--- src/rtl/mau_pkg.sv ---
// -----------------------------------------------------------------------------
// mau_pkg
// Shared types and constants for the MAU datapath (alu_stage, mau_res_fifo, tx).
//
// Contents:
//   RES_W        width of the ALU result bus
//   DEPTH_DEF    default result-buffer depth
//   res_entry_t  one buffered result: {carry, data}
//   make_entry   packs a carry/data pair into a res_entry_t
// -----------------------------------------------------------------------------
package mau_pkg;

    localparam int RES_W     = 18;
    localparam int DEPTH_DEF = 4;

    typedef struct packed {
        logic             carry;
        logic [RES_W-1:0] data;
    } res_entry_t;

    // Builds a buffer entry from the ALU result and carry.
    function automatic res_entry_t make_entry(input logic c, input logic [RES_W-1:0] d);
        res_entry_t e;
        e.carry = c;
        e.data  = d;
        return e;
    endfunction

endpackage

--- src/rtl/mau_res_fifo.sv ---
// -----------------------------------------------------------------------------
// mau_res_fifo
// Result buffer between alu_stage and the SPI tx stage. It holds up to DEPTH
// {carry, result} entries so the ALU can keep completing instructions while
// the host is still reading earlier results over SPI. The FIFO is
// first-word-fall-through: the head entry is visible on out_data/out_carry
// as soon as out_valid is high.
//
// Ports:
//   clk        in   clock
//   rst        in   synchronous active-high reset
//   flush      in   synchronous clear of all stored entries
//   in_valid   in   ALU result valid
//   in_ready   out  FIFO can accept an entry this cycle
//   in_data    in   ALU result
//   in_carry   in   ALU carry
//   out_valid  out  head entry available
//   out_ready  in   consumer takes the head entry
//   out_data   out  head result (0 when empty)
//   out_carry  out  head carry (0 when empty)
//   count      out  occupancy, 0..DEPTH
// -----------------------------------------------------------------------------
module mau_res_fifo #(
    parameter int RES_W = mau_pkg::RES_W,
    parameter int DEPTH = mau_pkg::DEPTH_DEF,
    parameter int CNT_W = $clog2(DEPTH) + 1
) (
    input  logic             clk,
    input  logic             rst,
    input  logic             flush,
    input  logic             in_valid,
    output logic             in_ready,
    input  logic [RES_W-1:0] in_data,
    input  logic             in_carry,
    output logic             out_valid,
    input  logic             out_ready,
    output logic [RES_W-1:0] out_data,
    output logic             out_carry,
    output logic [CNT_W-1:0] count
);

    import mau_pkg::*;

    // DEPTH must be a power of two >= 2, so the pointers are exactly
    // log2(DEPTH) bits wide and a full FIFO is distinguished from an empty
    // one only by the occupancy counter.
    localparam int PTR_W = $clog2(DEPTH);

    localparam logic [PTR_W-1:0] PTR_LAST = PTR_W'(DEPTH - 1);
    localparam logic [CNT_W-1:0] CNT_FULL = CNT_W'(DEPTH);

    // Entry storage; intentionally not reset, only the pointers qualify it.
    res_entry_t mem_r [DEPTH];

    logic [PTR_W-1:0] wr_ptr_r;
    logic [PTR_W-1:0] rd_ptr_r;
    logic [CNT_W-1:0] count_r;

    logic             push_s;
    logic             pop_s;
    logic             full_s;
    logic             empty_s;
    logic [PTR_W-1:0] wr_ptr_nxt_s;
    logic [PTR_W-1:0] rd_ptr_nxt_s;
    res_entry_t       head_s;

    // Status decode from registered occupancy only.
    always_comb begin
        full_s  = (count_r == CNT_FULL);
        empty_s = (count_r == {CNT_W{1'b0}});
    end

    // Upstream acceptance: depends only on rst/flush and registered state,
    // so a same-cycle pop at full does not open in_ready.
    always_comb begin
        if (rst || flush) begin
            in_ready = 1'b0;
        end else begin
            in_ready = !full_s;
        end
    end

    // Handshake qualification for both sides.
    always_comb begin
        push_s = in_valid && in_ready;
        pop_s  = out_valid && out_ready;
    end

    // Next pointer values with explicit wrap at DEPTH-1.
    always_comb begin
        if (wr_ptr_r == PTR_LAST) begin
            wr_ptr_nxt_s = {PTR_W{1'b0}};
        end else begin
            wr_ptr_nxt_s = wr_ptr_r + PTR_W'(1);
        end
        if (rd_ptr_r == PTR_LAST) begin
            rd_ptr_nxt_s = {PTR_W{1'b0}};
        end else begin
            rd_ptr_nxt_s = rd_ptr_r + PTR_W'(1);
        end
    end

    // Pointer and occupancy state; reset and flush both discard all entries.
    always_ff @(posedge clk) begin
        if (rst || flush) begin
            wr_ptr_r <= {PTR_W{1'b0}};
            rd_ptr_r <= {PTR_W{1'b0}};
            count_r  <= {CNT_W{1'b0}};
        end else begin
            if (push_s) begin
                wr_ptr_r <= wr_ptr_nxt_s;
            end else begin
                wr_ptr_r <= wr_ptr_r;
            end
            if (pop_s) begin
                rd_ptr_r <= rd_ptr_nxt_s;
            end else begin
                rd_ptr_r <= rd_ptr_r;
            end
            case ({push_s, pop_s})
                2'b10:   count_r <= count_r + CNT_W'(1);
                2'b01:   count_r <= count_r - CNT_W'(1);
                default: count_r <= count_r;
            endcase
        end
    end

    // Entry write; push_s is already blocked during rst/flush via in_ready.
    always_ff @(posedge clk) begin
        if (push_s) begin
            mem_r[wr_ptr_r] <= make_entry(in_carry, in_data);
        end else begin
            mem_r[wr_ptr_r] <= mem_r[wr_ptr_r];
        end
    end

    // Head read straight from storage: no bypass from the input side.
    always_comb begin
        head_s = mem_r[rd_ptr_r];
    end

    // Output side: head is shown only when valid, otherwise zeros.
    always_comb begin
        out_valid = !empty_s;
        if (!empty_s) begin
            out_data  = head_s.data;
            out_carry = head_s.carry;
        end else begin
            out_data  = {RES_W{1'b0}};
            out_carry = 1'b0;
        end
    end

    // Occupancy is exported directly from the registered counter.
    always_comb begin
        count = count_r;
    end

endmodule

--- config.mk ---
export PLATFORM = sky130hd
export DESIGN_NAME = mau_res_fifo
export DESIGN_NICKNAME = d
export VERILOG_FILES = /design/src/rtl/mau_pkg.sv /design/src/rtl/mau_res_fifo.sv
export SDC_FILE = /design/constraint.sdc
export NUM_CORES = 1
export LEC_CHECK = 0
export CAP_MARGIN = 20
export CORE_MARGIN = 1
export CORE_UTILIZATION = 35
export CTS_CLUSTER_DIAMETER = 200
export CTS_CLUSTER_SIZE = 12
export DETAILED_ROUTE_END_ITERATION = 8
export DONT_BUFFER_PORTS = 1
export GPL_ROUTABILITY_DRIVEN = 1
export GPL_TIMING_DRIVEN = 0
export HOLD_SLACK_MARGIN = 0.06
export SLEW_MARGIN = 20
export SYNTH_ARGS = -nofsm -noshare
export SYNTH_HDL_FRONTEND = slang
export SYNTH_SLANG_ARGS = --single-unit
--- constraint.sdc ---
create_clock -name clk -period 2.8 [get_ports clk]
set_input_delay 0 -clock clk [delete_from_list [all_inputs] [get_ports clk]]
set_output_delay 0 -clock clk [all_outputs]
set_load 0.05 [all_outputs]
# Word level (Yosys, flattened, before mapping)
# Memory sizes are Yosys's and may differ from the RTL's. A register that Yosys moved wholly into a read port is not among the register bits.
# Index checks and enable logic that the tools add are counted.
word_totals:
  mem_bits_rw: 76
  input_bits: 24
  memories: 1
  reg_bits: 7
  word_cells: 35
classes:
  n_reduce_logical: 8
  n_bitwise: 1
  add_sub_neg: 4
  eq_ne: 6
  mux: 12
mem_list:
  columns: ["name", "words", "width", "rd", "rd_clocked_by_memory_dff", "write_ports", "line", "text"]
  rows:
  - ["mem_r", 4, 19, 1, 1, 1, "mau_res_fifo.sv:53", "res_entry_t mem_r [DEPTH];"]
ops:
  columns: ["op", "count"]
  rows:
  - ["19-bit two-way mux", 1]
  - ["18-bit two-way mux", 1]
  - ["2-bit two-way mux", 4]
  - ["2-bit == test, second input constant", 3]
  - ["3-bit case mux with 2 select lines", 1]
  - ["1-bit two-way mux", 5]
  - ["2-bit by 1-bit adder with 2-bit output, second input constant", 2]
  - ["3-bit by 1-bit adder with 3-bit output, second input constant", 1]
  - ["3-bit == test, second input constant", 1]
  - ["3-bit logical NOT", 1]
  - ["3-bit by 1-bit subtractor with 3-bit output, second input constant", 1]
  - ["2-bit by 1-bit == test with 1-bit output, second input constant", 1]
  - ["1-bit logical AND", 2]
  - ["1-bit logical NOT", 2]
  - ["2-bit AND reduction", 1]
  - ["2-bit nonzero test", 1]
  - ["1-bit logical OR", 1]
  - ["0-bit != test", 1]
  - ["1-bit bitwise OR", 1]

# Depth between registers and ports, before layout
# Gate-level depths: netlist (run 1).
logic_depth:
  depth_word: 7
  depth_mapped: 10
  mapped_depth_nobuf: 9

# Least setup slack after synthesis (run 1)
# Ideal clock, no wire load.
synth_path:
  kind: "reg-to-reg"
  from: "register count_r[2] (netlist: count[2])"
  to: "register count_r[2] (netlist: count[2])"
  arrival_ns: 2.515
  setup_slack_ns: 0.215
  path_stages_with_launch: 11
  setup_ns: 0.070
  t_required_ns: 2.730
  n_path_buf: 1
  cell_sequence: "dfxtp_1 -> or3b_1 -> buf_2 -> and2_4 -> inv_2 -> ha_1 -> inv_1 -> fa_1 -> xor2_1 -> or3_1 -> a21oi_1"
synth_via:
  elab_chain_len: 6
  elab_cells_between_ends: 13
synth_rtl:
  columns: ["element", "line", "text"]
  rows:
  - ["start, declared", "mau_res_fifo.sv:57", "logic [CNT_W-1:0] count_r;"]
  - ["start signal, assigned", "mau_res_fifo.sv:108", "count_r <= {CNT_W{1'b0}};"]
  - ["start signal, assigned", "mau_res_fifo.sv:121", "2'b10: count_r <= count_r + CNT_W'(1);"]
  - ["start signal, assigned", "mau_res_fifo.sv:122", "2'b01: count_r <= count_r - CNT_W'(1);"]
  - ["3-bit == test", "mau_res_fifo.sv:69", "full_s = (count_r == CNT_FULL);"]
  - ["1-bit logical NOT", "mau_res_fifo.sv:79", "in_ready = !full_s;"]
  - ["1-bit two-way mux", "mau_res_fifo.sv:76", "if (rst || flush) begin"]
  - ["1-bit logical AND", "mau_res_fifo.sv:85", "push_s = in_valid && in_ready;"]
  - ["2-bit by 1-bit == test with 1-bit output or 2-bit == test (tied branches)", "mau_res_fifo.sv:120", "case ({push_s, pop_s})"]
  - ["3-bit case mux with 2 select lines or 2-bit nonzero test (tied branches)", null, null]
# Parallel ways exist; a longest one is shown, timed or not.
# A chain may end at the register's enable or synchronous reset.

# Worst setup path after layout (run 1)
layout_path:
  from: "register count_r[1] (netlist: count[1])"
  to: "register count_r[2] (netlist: count[2])"
# Same word-level chain as after synthesis.

==> metrics.md, run 1 <==
| Metric | Value |
|---|---|
| Top-count cell post-synth | `edfxtp_1` |
| Synth top area cells | `edfxtp_1, mux4_2, dfxtp_1` |
| R2R Path Start | `count[1]` |
| Layout Nets | `245` |
| LEAKAGE | `1.29 nW` |
| P&R area growth vs syn | `18.9%` |
| Post-layout min period | `2.59 ns` |
| I/O pins | `between 40 and 50` |
| Mapped Area | `3380 um^2` |
| Clock H-tree levels | `3` |
| Hold Path Origin | `rst` |
| Setup TNS | `0 ns` |
| Ys async rst share | `0%` |
| Status | `complete, no violations` |
| WS Path Type | `register to register` |
| Post-synthesis sequential area ratio | `72.8%` |
| CTS Buf Count | `9` |
| Worst Tran Pin Value | `1.02 ns` |
| Routed Antenna Nets | `0` |
| Max_cap viols | `0` |
| Synth Area per Inst | `19.0 um^2` |
| CTS Buffer Depth | `2` |
| Leading area contributor after synthesis | `edfxtp_1` |
| Gpl congestion | `0.640` |
| VDD IR max | `0.225 mV` |
| Core area | `9280 um^2` |
| # DRC | `0` |
| Initial Utilization | `36.4%` |
| Multi-input logic area | `approximately 840 um^2` |
| Die X | `100 um` |
| Vias | `1616` |
| Synth Flop Type | `edfxtp_1` |
| HPWL after DPL | `3.45 mm` |
| Worst Setup SP | `count[1]` |
| Most frequent cells after synthesis | `edfxtp_1, mux4_2, nor2b_1` |
| Rel. slew slack | `31.9%` |
| Clock root cell | `clkbuf_8` |
| Worst min-delay path category | `primary input to register` |
| Final Skew | `0.00597 ns` |
| Yosys reg bits | `between 80 and 90` |
| Distinct cells, synth | `28` |
| DRT Wirelength | `5.58 mm` |
| CP Launch Type | `register` |
| First-pass GRT wire length | `8.80 mm` |
| Fillers | `853` |
| Endpoints failing hold | `0` |
| Die ar. | `slightly above 10000 um^2` |
| Syn nets | `209` |
| Final setup violation count | `0` |
| Post-Syn Instances | `178` |
| Met3 WL post-DR | `about 260 um` |
| Ys Warns | `0` |
| Post-Route M1 WL | `2.30 mm` |
| # port buffers | `0` |
| Clock Latency Late Sink | `0.34 ns` |
| Die height | `100 um` |
| Antenna Cells | `0` |
| Initial antenna violation count | `0` |
| Clock tree from TritonCTS | `built` |
| Number of global-route vias before repair | `1687` |
| Global Route Usage Sum | `12.1%` |
| Final Hold Slack | `0.102 ns` |
| Average routed wire per standard cell | `16.0 um` |
| Layout cells sized above 1 | `20.5%` |
| Largest net degree at the start of global routing | `20` |
| Setup repair after global routing missed its margin | `false` |
| Placed cell count | `between 300 and 400` |
| Final period util | `92.5%` |
| Clock sink count | `85` |
| Reg area | `~2500 um^2` |
| Area share of the largest cell type after synthesis | `67.5%` |
| Num rows | `35` |
| CP Max Fanout | `8` |
| Non-Filler Instances | `348` |
| Crit end category | `register` |
| WL met2 | `a little under 3 mm` |
| Grt ovf | `0` |
| Uppermost layer routed | `met4` |
| Fin. max-slew vios | `0` |
| Drt via density | `~4.6` |
| WP data arrival | `2.86 ns` |
| CP required | `just over 3 ns` |
| Clock Pin Slew Worst Setup and Hold Paths | `0.08 ns` |
| Pwr/cell area | `between 600 and 700 nW/um^2` |
| Drt first pass iters | `4` |
| Iteration-0 DRC Markers | `56` |
| F_max | `386 MHz` |
| Post-synth EDFFs | `76` |
timing repair:
action                                 in CTS  in global routing
gates resized for setup                     0                  1
endpoints found under the hold margin      82                  0
hold buffers                               25                  0
setup endpoints to repair                   0                  1
buffers inserted                            0                  0
layout by cell type (no fill, tap or decap), drive strengths merged, types with 2 or more instances in the layout:
cell type	n
mux4	19
nor2	5
nor2b	19
inv	8
and2	2
clkbuf	15
clkinv	2
o31ai	3
o21ai	2
dlygate4sd3	25
edfxtp	76
buf	5
or3	2
ha	6
and3	4
xor2	2
a21oi	3
nand2	2
bufinv	2
nand3	3
dfxtp	9
metal layers:
metal  global-route usage, %  up-vias
li1                        -      759
met1                    14.7      811
met2                    20.3       40
met3                    3.27        6
met4                    5.69        0
met5                       0        -
stage by stage:
step / area, um^2 / util [%] / total power, mW / setup slack [ns]
final: 4020 / 43.3 / 2.46 / 0.210
after global routing: 4020 / 43.3 / 2.55 / 0.0200
after CTS: 4020 / 43.3 / 2.49 / 0.0514
after detailed placement: 3540 / 38.2 / 1.50 / 0.0644
after global placement: 3540 / 38.2 / 1.50 / 0.102
after floorplan: 3380 / - / 1.49 / 0.215
critical path: stages, from the launching register on:
cell,delay [ns]
dfxtp_1,0.52
or3b_1,0.44
buf_2,0.16
and2_4,0.16
inv_2,0.04
ha_1,0.17
inv_1,0.06
fa_1,0.37
xor2_1,0.15
or3_1,0.31
a21oi_1,0.14
logic make-up after synthesis:
kind of cell	share of synthesized area [%]
AO/OA/AOI/OAI	1.70
XOR/XNOR	0.518
adder cells (fa/ha/maj)	2.81
buffers and inverters	2.44
flip-flops	72.8
multiplexers	12.6
AND/OR/NAND/NOR	7.10
registers in the layout, summed over array words and instances, names as in the netlist, named ones only:
name,flops
wr_ptr_r,2
mem_r,76
rd_ptr_r,2
count,3
layout make-up:
type                       instances  share of cell area (%)
sequential                        85                    61.3
clock buffer                      12                    3.86
timing repair buffer              25                    6.22
buffer                             8                    1.31
inverter                           8                   0.747
tap                              129                    4.01
clock inverter                     4                    1.74
multi-input combinational         77                    20.8
final timing paths:
check                                end  slack (ns)  cells after the start
worst max-delay path            count[2]        0.21                     10
worst min-delay path            count[2]        0.10                      3
worst max register to register  count[2]        0.21                     10
worst min register to register  register        0.51                      2
report_power, final:
| part | switching (mW) | internal (mW) |
|---|---|---|
| sequential | 0.00664 | 1.39 |
| clock | 0.402 | 0.549 |
| combinational | 0.0670 | 0.0442 |
| total | 0.476 | 1.99 |
No activity file was read; power rests on OpenSTA's default activity.
==> run 2, diff against run 1 <==
==> constraint.sdc (replaced) <==
create_clock -name clk -period 2.64 [get_ports clk]
set_input_delay 0 -clock clk [delete_from_list [all_inputs] [get_ports clk]]
set_output_delay 0 -clock clk [all_outputs]
set_load 0.05 [all_outputs]
==> metrics.md, run 2 (synthesized netlist as in run 1, its figures left out) <==
| Metric | Value |
|---|---|
| Status | `complete, no violations` |
| Fin. max-slew vios | `0` |
| Rel. slew slack | `a little under a third` |
| Layout Nets | `245` |
| Post-layout min period | `2.45 ns` |
| CTS Buffer Depth | `2` |
| Worst min-delay path category | `primary input to register` |
| Drt first pass iters | `4` |
| Clock root cell | `clkbuf_8` |
| Final Instance Area | `4030 um^2` |
| # DRC | `0` |
| Top reg by flops | `mem_r` |
| Largest register FFs | `between 70 and 80` |
| Clock tree from TritonCTS | `built` |
| WP data arrival | `2.72 ns` |
| Die X | `100 um` |
| Clock Latency Late Sink | `roughly 0.34 ns` |
| Initial Utilization | `36.4%` |
| Final period util | `92.8%` |
| CP required | `2.91 ns` |
| Initial antenna violation count | `0` |
| Global Route Usage Sum | `approximately an eighth` |
| Antenna Cells | `0` |
| Average routed wire per standard cell | `16.0 um` |
| Clock Pin Slew Worst Setup and Hold Paths | `0.08 ns` |
| CP Launch Type | `register` |
| Endpoints failing hold | `0` |
| Final setup violation count | `0` |
| HPWL after DPL | `3.45 mm` |
| DRT Wirelength | `5.58 mm` |
| Vias | `1615` |
| CP max stage delay | `0.43 ns` |
| Worst Tran Pin Value | `just over 1 ns` |
| Clock sink count | `85` |
| Gpl congestion | `0.640` |
| Routed Antenna Nets | `0` |
| Placed cell count | `307` |
| Die ar. | `10100 um^2` |
| Setup TNS | `0 ns` |
| Num rows | `35` |
| First-pass GRT wire length | `just under 9 mm` |
| VDD IR max | `0.236 mV` |
| I/O pins | `48` |
| Grt ovf | `0` |
| Commonest cells after routing, fill and taps aside | `edfxtp_1, dlygate4sd3_1, mux4_2, nor2b_1, clkbuf_8` |
| Setup repair after global routing missed its margin | `false` |
| F_max | `408 MHz` |
| Max_cap viols | `0` |
| Worst path bufs/invs | `3` |
| Largest net degree at the start of global routing | `20` |
| CTS Buf Count | `9` |
| Post-CTS setup repair buffer count | `0` |
| Final Util | `43.4%` |
| Core area | `just over 9000 um^2` |
| Total power | `about 2.6 mW` |
| Drt via density | `4.64` |
| LEAKAGE | `1.29 nW` |
| Die height | `100 um` |
| Critical path's top delay family | `simple AND/OR/NAND/NOR gates` |
| Critical path's slowest cell | `dfxtp_2` |
| Pwr/cell area | `648 nW/um^2` |
| # port buffers | `0` |
| DP Area | `3540 um^2` |
| WS Path Type | `register to register` |
| Final Skew | `0.00560 ns` |
| Crit end category | `register` |
| Iteration-0 DRC Markers | `57` |
| Clock H-tree levels | `3` |
| Fillers | `850` |
| Number of global-route vias before repair | `between 1500 and 2000` |
| Layout cells sized above 1 | `21.5%` |
| Critical path, cell by cell | `or3b_1 -> buf_2 -> and2_4 -> inv_2 -> ha_1 -> inv_1 -> fa_1 -> xor2_1 -> or3_1 -> a21oi_1` |
| Non-Filler Instances | `348` |
| Commonest non-fill, non-tap cell in the layout | `edfxtp_1` |
| CP Max Fanout | `8` |
| P&R area growth vs syn | `19.0%` |
==> run 2: worst paths after layout <==
| check | slack (ns) | startpoint | depth (start not counted) | end |
|---|---|---|---|---|
| worst max-delay path | 0.19 | count[1] | 10 | count[2] |
| worst min register to register | 0.51 | rd_ptr_r[0] | 2 | register |
| worst min-delay path | 0.1 | rst | 3 | count[2] |
| worst max register to register | 0.19 | count[1] | 10 | count[2] |
==> run 2: where the power goes <==
part / switching (mW) / internal, mW
Clock: 0.427 / 0.582
Combinational: 0.0710 / 0.0469
Sequential: 0.00710 / 1.48
Total: 0.505 / 2.11
==> run 2: metal layers <==
layer / up-vias / track usage [%] / part of all wire [%]
li1: 759 / - / -
met1: 810 / 14.7 / 41
met2: 40 / 20.3 / 52
met3: 6 / 3.27 / 4.7
met4: 0 / 5.69 / 1.5
met5: - / 0 / 0
==> run 2: through the flow <==
step	hold WS, ns	setup WS, ns
CTS	0.0842	0.0392
finish	0.0956	0.190
global placement	0.0990	-0.0577
floorplan	0.0989	0.0546
global route	0.146	0.00640
detailed placement	0.0990	-0.0956
==> run 2: repair_timing <==
| action | in CTS | in global routing |
|---|---|---|
| resized for setup | 1 | 3 |
| hold endpoints to repair | 82 | 0 |
| hold buffers | 25 | 0 |
| endpoints found under the setup margin | 1 | 1 |
==> run 2: worst reg2reg max path: stages, from the launching register on <==
cell	delay, ns
dfxtp_2	0.43
or3b_1	0.40
buf_2	0.16
and2_4	0.16
inv_2	0.04
ha_1	0.17
inv_1	0.06
fa_1	0.37
xor2_1	0.15
or3_1	0.30
a21oi_1	0.13
==> run 2: cell type report <==
cell class,count,area (um^2),share of cell area [%]
Buffer,8,52.6,1.31
Clock buffer,12,155,3.85
Clock inverter,4,70.1,1.74
Inverter,8,30.0,0.746
Multi-Input combinational cell,77,838,20.8
Sequential cell,85,2470,61.3
Tap cell,129,161,4.01
Timing Repair Buffer,25,250,6.22
